===== config.mk =====
export PLATFORM = sky130hd
export DESIGN_NAME = addr_bus_arbiter
export DESIGN_NICKNAME = d
export VERILOG_FILES = /design/src/rtl/addr_bus_arbiter.sv
export SDC_FILE = /design/constraint.sdc
export NUM_CORES = 1
export LEC_CHECK = 0
export CORE_MARGIN = 3
export CORE_UTILIZATION = 45
export CTS_BUF_LIST = sky130_fd_sc_hd__clkbuf_8
export DETAILED_ROUTE_END_ITERATION = 16
export GPL_TIMING_DRIVEN = 0
export HOLD_SLACK_MARGIN = 0.12
export PLACE_DENSITY = 0.75
export REMOVE_ABC_BUFFERS = 1
export SLEW_MARGIN = 20
export SYNTH_ARGS = -nofsm -noshare
export SYNTH_HDL_FRONTEND = slang
export SYNTH_SLANG_ARGS = --single-unit

===== constraint.sdc =====
create_clock -name clk -period 3.05 [get_ports clk]
set_clock_uncertainty 0.15 [all_clocks]
set_input_delay 0.61 -clock clk [delete_from_list [all_inputs] [get_ports clk]]
set_output_delay 0.61 -clock clk [all_outputs]
set_load 0.02 [all_outputs]

===== src/rtl/addr_bus_arbiter.sv =====
// Address bus arbiter: fixed-priority IRQ/reset vector plus round-robin among
// fetch/decode/alu/sp, with bounded bus locks. All outputs are registered.
module addr_bus_arbiter #(
    parameter int                 SELECTOR_WIDTH = 4,
    parameter int                 MAX_HOLD       = 4,
    parameter int                 HOLD_W         = 3,
    parameter logic [SELECTOR_WIDTH-1:0] IDLE_SEL = 4'd1,
    parameter logic [SELECTOR_WIDTH-1:0] SEL0     = 4'd9,
    parameter logic [SELECTOR_WIDTH-1:0] SEL1     = 4'd10,
    parameter logic [SELECTOR_WIDTH-1:0] SEL2     = 4'd11,
    parameter logic [SELECTOR_WIDTH-1:0] SEL3     = 4'd2,
    parameter logic [SELECTOR_WIDTH-1:0] SEL4     = 4'd13
) (
    input  logic                      clk,
    input  logic                      reset_n,
    input  logic [4:0]                req,
    input  logic [4:0]                lock,
    output logic [4:0]                gnt,
    output logic [SELECTOR_WIDTH-1:0] in_selector,
    output logic                      bus_busy,
    output logic                      hold_timeout
);

    localparam logic [0:0] ST_IDLE  = 1'b0;
    localparam logic [0:0] ST_OWNED = 1'b1;

    localparam logic [HOLD_W-1:0] MAX_HOLD_C = HOLD_W'(MAX_HOLD);

    logic [0:0]        state;
    logic [2:0]        owner;
    logic [HOLD_W-1:0] hold_cnt;
    logic [1:0]        rr_ptr;

    logic       owner_locked;
    logic       keep;
    logic       forced;
    logic [4:0] excl;
    logic [4:0] elig;
    logic       found;
    logic [2:0] pick;
    logic [1:0] idx;

    function automatic logic [SELECTOR_WIDTH-1:0] sel_of(input logic [2:0] i);
        case (i)
            3'd0:    sel_of = SEL0;
            3'd1:    sel_of = SEL1;
            3'd2:    sel_of = SEL2;
            3'd3:    sel_of = SEL3;
            3'd4:    sel_of = SEL4;
            default: sel_of = IDLE_SEL;
        endcase
    endfunction

    always_comb begin
        owner_locked = (state == ST_OWNED) && req[owner] && lock[owner];
        keep         = owner_locked && (hold_cnt < MAX_HOLD_C);
        forced       = owner_locked && (hold_cnt >= MAX_HOLD_C);
        // A forcibly released owner sits out the arbitration on the release edge.
        excl         = forced ? (5'd1 << owner) : 5'd0;
        elig         = req & ~excl;
    end

    always_comb begin
        found = 1'b0;
        pick  = 3'd0;
        idx   = 2'd0;
        if (elig[4]) begin
            found = 1'b1;
            pick  = 3'd4;
        end else begin
            for (int k = 0; k < 4; k++) begin
                idx = rr_ptr + 2'(k);
                if (!found && elig[idx]) begin
                    found = 1'b1;
                    pick  = {1'b0, idx};
                end
            end
        end
    end

    always_ff @(posedge clk or negedge reset_n) begin
        if (!reset_n) begin
            state        <= ST_IDLE;
            owner        <= 3'd0;
            hold_cnt     <= '0;
            rr_ptr       <= 2'd0;
            gnt          <= 5'd0;
            in_selector  <= '0;
            bus_busy     <= 1'b0;
            hold_timeout <= 1'b0;
        end else if (keep) begin
            hold_cnt     <= hold_cnt + 1'b1;
            hold_timeout <= 1'b0;
        end else if (found) begin
            state        <= ST_OWNED;
            owner        <= pick;
            hold_cnt     <= HOLD_W'(1);
            gnt          <= 5'd1 << pick;
            in_selector  <= sel_of(pick);
            bus_busy     <= 1'b1;
            hold_timeout <= forced;
            if (!pick[2]) begin
                rr_ptr <= pick[1:0] + 2'd1;
            end
        end else begin
            state        <= ST_IDLE;
            owner        <= 3'd0;
            hold_cnt     <= '0;
            gnt          <= 5'd0;
            in_selector  <= IDLE_SEL;
            bus_busy     <= 1'b0;
            hold_timeout <= forced;
        end
    end

endmodule


---- Word-level counts from Yosys, hierarchy flattened ----
Index checks and enable logic that the tools add are counted.
Widths: inputs -> output; s select.
word-level totals
  register bits after elaboration ......... 19
  output and inout bits ................... 11
  word-level logic and storage cells ...... 75
operators by class
  add/sub/neg operators ................... 5
  $lt $le $gt $ge ......................... 7
  equality and inequality tests ........... 4
  shifts and indexed selects .............. 2
  mux-type cells .......................... 34
  bitwise gates (word level) .............. 4
  reductions and logical operators ........ 12
operators with widths
  kind                 number
  $pmux 4 s5           1
  $mux 3               6
  $mux 1               17
  $lt 2x4->1 const B   4
  $mux 5               2
  $shl 1x3->5 const A  2
  $bmux 1 s2           4
  $logic_and 1x1->1    7
  $bmux 1 s3           2
  $eq 3x2->1 const B   2
  $and 5x5->5          1
  $not 5->5            1
  $add 2x1->2 const B  2
  $add 2x2->2 const B  2
  $lt 3x4->1 const B   1
  $mux 4               1
  $add 3x1->3 const B  1
  $eq 3x1->1 const B   1
  $eq 3x3->1 const B   1
  $ge 3x3->1 const B   1
  $logic_not 1->1      3
  $logic_not 3->1      1
  $lt 3x3->1 const B   1
  $reduce_and 3->1     1
  other kinds (2)      3

---- Longest topological paths before layout ----
  depth in word-level cells ............... 27
  gate-level depth with buffers ........... 10
  depth with buffers taken out ............ 9

---- Worst setup path before layout ----
Ideal clock, no wire load.
  path type ............................... input port to flip-flop
  from .................................... in req[1]
  to ...................................... reg in_selector[1]
  arrival time ............................ 2.720 ns
  data required time ...................... 2.779 ns
  setup slack ............................. 0.059 ns
  cell stages on the path ................. 9
  buffers on the path ..................... 0
  cell sequence ........................... mux2_4 -> a32oi_2 -> o21ai_1 -> o21bai_1 -> a211oi_2 -> nand2_1 -> ha_1 -> or3_1 -> a22o_1
on the way
  word-level cells in the longest chain between the ends .. 27
RTL lines
  item                                line  RTL
  from (decl)                         16    input logic [4:0] req,
  $bmux 1 s3                          55    owner_locked = (state == ST_OWNED) && req[owner] && lock[owner];
  $mux 1 (implied by the code)        55
  $logic_and 1x1->1 (2 in series)     55
  $logic_and 1x1->1                   57    forced = owner_locked && (hold_cnt >= MAX_HOLD_C);
  $mux 5                              59    excl = forced ? (5'd1 << owner) : 5'd0;
  $not 5->5                           60    elig = req & ~excl;
  $and 5x5->5                         60
  $bmux 1 s2                          73    if (!found && elig[idx]) begin
  (+10 left out)                      --
  $mux 1                              67    if (elig[4]) begin
  $logic_not 1->1                     73
  $logic_and 1x1->1                   73
  $mux 3                              73
  $mux 3                              67
  $eq 3x3->1 (tied with other cells)  44    case (i)
  $pmux 4 s5                          44
  $mux 4                              94    end else if (found) begin
  to (signal assigned)                99    in_selector <= sel_of(pick);
  to (decl)                           19    output logic [SELECTOR_WIDTH-1:0] in_selector,
Parallel ways exist; a longest one is shown, timed or not. The select of a mux whose other input is x is not followed.
A chain may end at the register's enable or synchronous reset.

---- Final worst setup path ----
  from .................................... in req[0]
  to ...................................... reg in_selector[1]
Same word-level chain as after synthesis.

==> results.py <==
metrics = {
    "placed_design": {
        "place.gp.congestion": 0.790,
        "dp_cells": 144,
        "port_buffers": 22,
        "pre_cts_slack_ps": -722,
        "place_area_mm2": 0.00128,
        "hpwl_mm": 1.70,
    },
    "setup_path": {
        "startpoint_type": "primary input",
        "crit_type": "in -> reg",
        "slowest_delay_ps": 400,
        "worstPathCellList": "dlygate4sd2_1, mux2_4, a32oi_4, buf_12, o41ai_4, and2_4, a311oi_2, buf_4, and2_4, ha_4, or3_1, a22o_1",
        "critPathRequiredTime_ps": 3040,
        "worstPathMaxFanout": 6,
        "cpMaxStageDelayCell": "o41ai_4",
        "crit_top_cell": "and2_4",
        "cp_top_family": "simple AND/OR/NAND/NOR gates",
        "end_kind": "flip-flop",
        "critPathBufInv": 3,
        "worstPathArrival_ps": 3000,
    },
    "die": {
        "fp.dieH_um": 54.5,
        "start_util_pct": 50.8,
        "core_mm2": 0.00208,
        "rows": 16,
        "die_w_um": 54.5,
        "dieArea_mm2": 0.00297,
        "ios": 23,
    },
    "synthesis": {
        "synth_top_area_share_pct": 42.6,
        "ys_warn_count": 0,
        "synthTopCellsByArea": "dfrtp_1 (43%), ha_1 (5.9%), a22o_1 (5.8%)",
        "syn_avg_cell_area_um2": 10.6,
        "netlist_area_mm2": 0.00106,
        "async_flop_share_pct": 100,
        "synth_cell_type_count": 40,
        "synth_cells": 100,
        "synth_top_area_cell": "dfrtp_1",
        "synth_ff_type": "dfrtp_1",
        "synth_edf_count": 0,
        "ys_ff_latch": 18,
        "seq_area_frac_synth_pct": 42.6,
    },
    "detailed_routing": {
        "vias": 923,
        "drt_pass1_iterations": 4,
        "drcViolationCount": 0,
        "wl_mm": 2.87,
        "drt_iter0_drc": 8,
        "via_per_inst": 5.77,
        "drtAntennaViolNets": 0,
        "wl_per_cell_um": 17.9,
    },
    "power": {
        "power.total_mw": 1.38,
        "p_int_mw": 0.819,
        "p_per_area_mw_per_mm2": 867,
        "swShare_pct": 40.6,
        "switchingPower_mw": 0.560,
        "comb_power_share_pct": 55.3,
        "power_frac_clock_pct": 14.2,
        "power_frac_seq_pct": 30.5,
        "peakVddDrop_uv": 690,
        "p_leak_nw": 0.669,
    },
    "cells_and_area": {
        "fin_nets": 151,
        "fill_cells": 148,
        "fin_util_pct": 76.4,
        "final_common_cell": "clkdlybuf4s50_1",
        "multiInputGateArea_um2": 727,
        "diodes": 0,
        "layout_common_cells": "clkdlybuf4s50_1 (18), dfrtp_1 (15), buf_4 (11)",
        "finish.instance_area_mm2": 0.00159,
        "syn_to_final_growth_pct": 50.4,
        "regArea_um2": 454,
        "drive_gt1_share_pct": 36.1,
        "final_cells": 160,
    },
    "grt": {
        "grt_use_total_pct": 21.1,
        "grt_start_max_net_pins": 19,
        "grt-ovfl-total": 0,
        "grt_pass1_vias": 917,
        "grt_pass1_wl_mm": 4.41,
        "antenna_found_initial": 0,
    },
    "cts": {
        "cts_buffer_depth": 2,
        "htreeDepth": 1,
        "cts.sinks": 18,
        "tritoncts": "built",
        "cts.reportedPaths.clkPinSlew_ps": 70,
        "cts-root-buf": "clkbuf_8",
        "cts-buffers-inserted": 3,
        "clock_latency_ps": 250,
    },
    "sta": {
        "setup_viol": 0,
        "relSlewSlack_pct": 45.8,
        "hold_ws_ps": 318,
        "period_share_pct": 98.6,
        "setup_slack_ps": 41.9,
        "fmax_ghz": 0.332,
        "fin_tns_setup_ps": 0,
        "worstMarginPinSlew_ps": 811,
        "rsz0062_at_grt": "yes",
        "timing.final.crit_period_ps": 3010,
        "hold_violations": 0,
        "slew_violations": 0,
    },
    "run": {
        "maxCapViolations": 0,
    },
    "hold_path": {
        "hp-class": "reg -> reg",
    },
    "status": {
        "status": "completed",
    },
}
-- flip-flops by register name, indices dropped and copies added (netlist names) --
| register | flops |
|---|---|
| hold_cnt | 3 |
| gnt | 5 |
| rr_ptr | 2 |
| owner | 3 |
| in_selector | 3 |
| state | 1 |
| hold_timeout | 1 |
-- worst reg2reg max path: stages, from the launching register on --
cell,delay (ps)
dfrtp_2,450
and2b_4,290
a32oi_4,120
buf_12,160
o41ai_4,400
and2_4,230
a311oi_2,50
buf_4,160
and2_4,160
ha_4,150
or3_1,360
a22o_1,180
-- what timing repair did --
action	in CTS	in global routing
buffers inserted	5	7
endpoints found under the setup margin	7	3
gates resized for setup	21	23
hold buffers	0	0
gates cloned	0	0
pin swaps	9	10
-- routing by layer --
metal | wire, um | track usage, % | up-vias
met5 | 0 | 0 | -
met4 | 11 | 5.81 | 0
met3 | 93 | 6.27 | 2
met2 | 1550 | 35.5 | 17
met1 | 1210 | 26.0 | 469
li1 | - | - | 435
-- cells by family after synthesis --
| logic type | Yosys count | share of synthesized area (%) |
|---|---|---|
| fa+ha+maj | 5 | 5.92 |
| simple gates | 34 | 18.5 |
| compound gates | 34 | 25.4 |
| flops | 18 | 42.6 |
| mux | 3 | 3.91 |
| buf+inv | 6 | 3.67 |
-- power by group through the flow --
| stage | Combinational (mW) | Sequential, mW | Clock, mW |
|---|---|---|---|
| 3_3_place_gp | 0.501 | 0.405 | 0 |
| 3_5_place_dp | 0.515 | 0.411 | 0 |
| 4_1_cts | 0.638 | 0.412 | 0.199 |
| 6_report | 0.763 | 0.421 | 0.195 |
| 5_1_grt | 0.823 | 0.433 | 0.217 |
| 2_1_floorplan | 0.292 | 0.443 | 0 |
-- cell usage after synthesis (2+ instances only) --
cell and n:
a21boi_1 2, a21o_1 2, a21oi_1 3, a22o_1 7
and2_1 6, buf_4 2, dfrtp_1 18, ha_1 5
mux2_4 2, nand2_1 6, nand2b_1 2, nand3_1 2
nor2_1 3, nor2b_1 3, nor3_1 2, nor3b_1 3
nor4_1 2, o21ai_0 4, o21ai_1 3, o31ai_1 2
or3_1 2
-- layout make-up --
cell class / instances / share of cell area [%]
Clock buffer: 4 / 3.46
Inverter: 1 / 0.236
Multi-Input combinational cell: 76 / 45.7
Sequential cell: 18 / 28.6
Tap cell: 27 / 2.12
Timing Repair Buffer: 34 / 19.9
-- worst paths after layout --
check,slack [ps],depth (start not counted),from,to
worst max-delay path,40,12,req[0],in_selector[1]
worst min-delay path,320,1,hold_cnt[0],hold_cnt[0]
worst max register to register,60,11,owner[2],in_selector[1]
worst min register to register,320,1,hold_cnt[0],hold_cnt[0]
max in group asynchronous,1520,1,reset_n,owner[2]
min in group asynchronous,670,1,reset_n,hold_cnt[2]
Note: power is estimated with default switching activity, not from simulation.
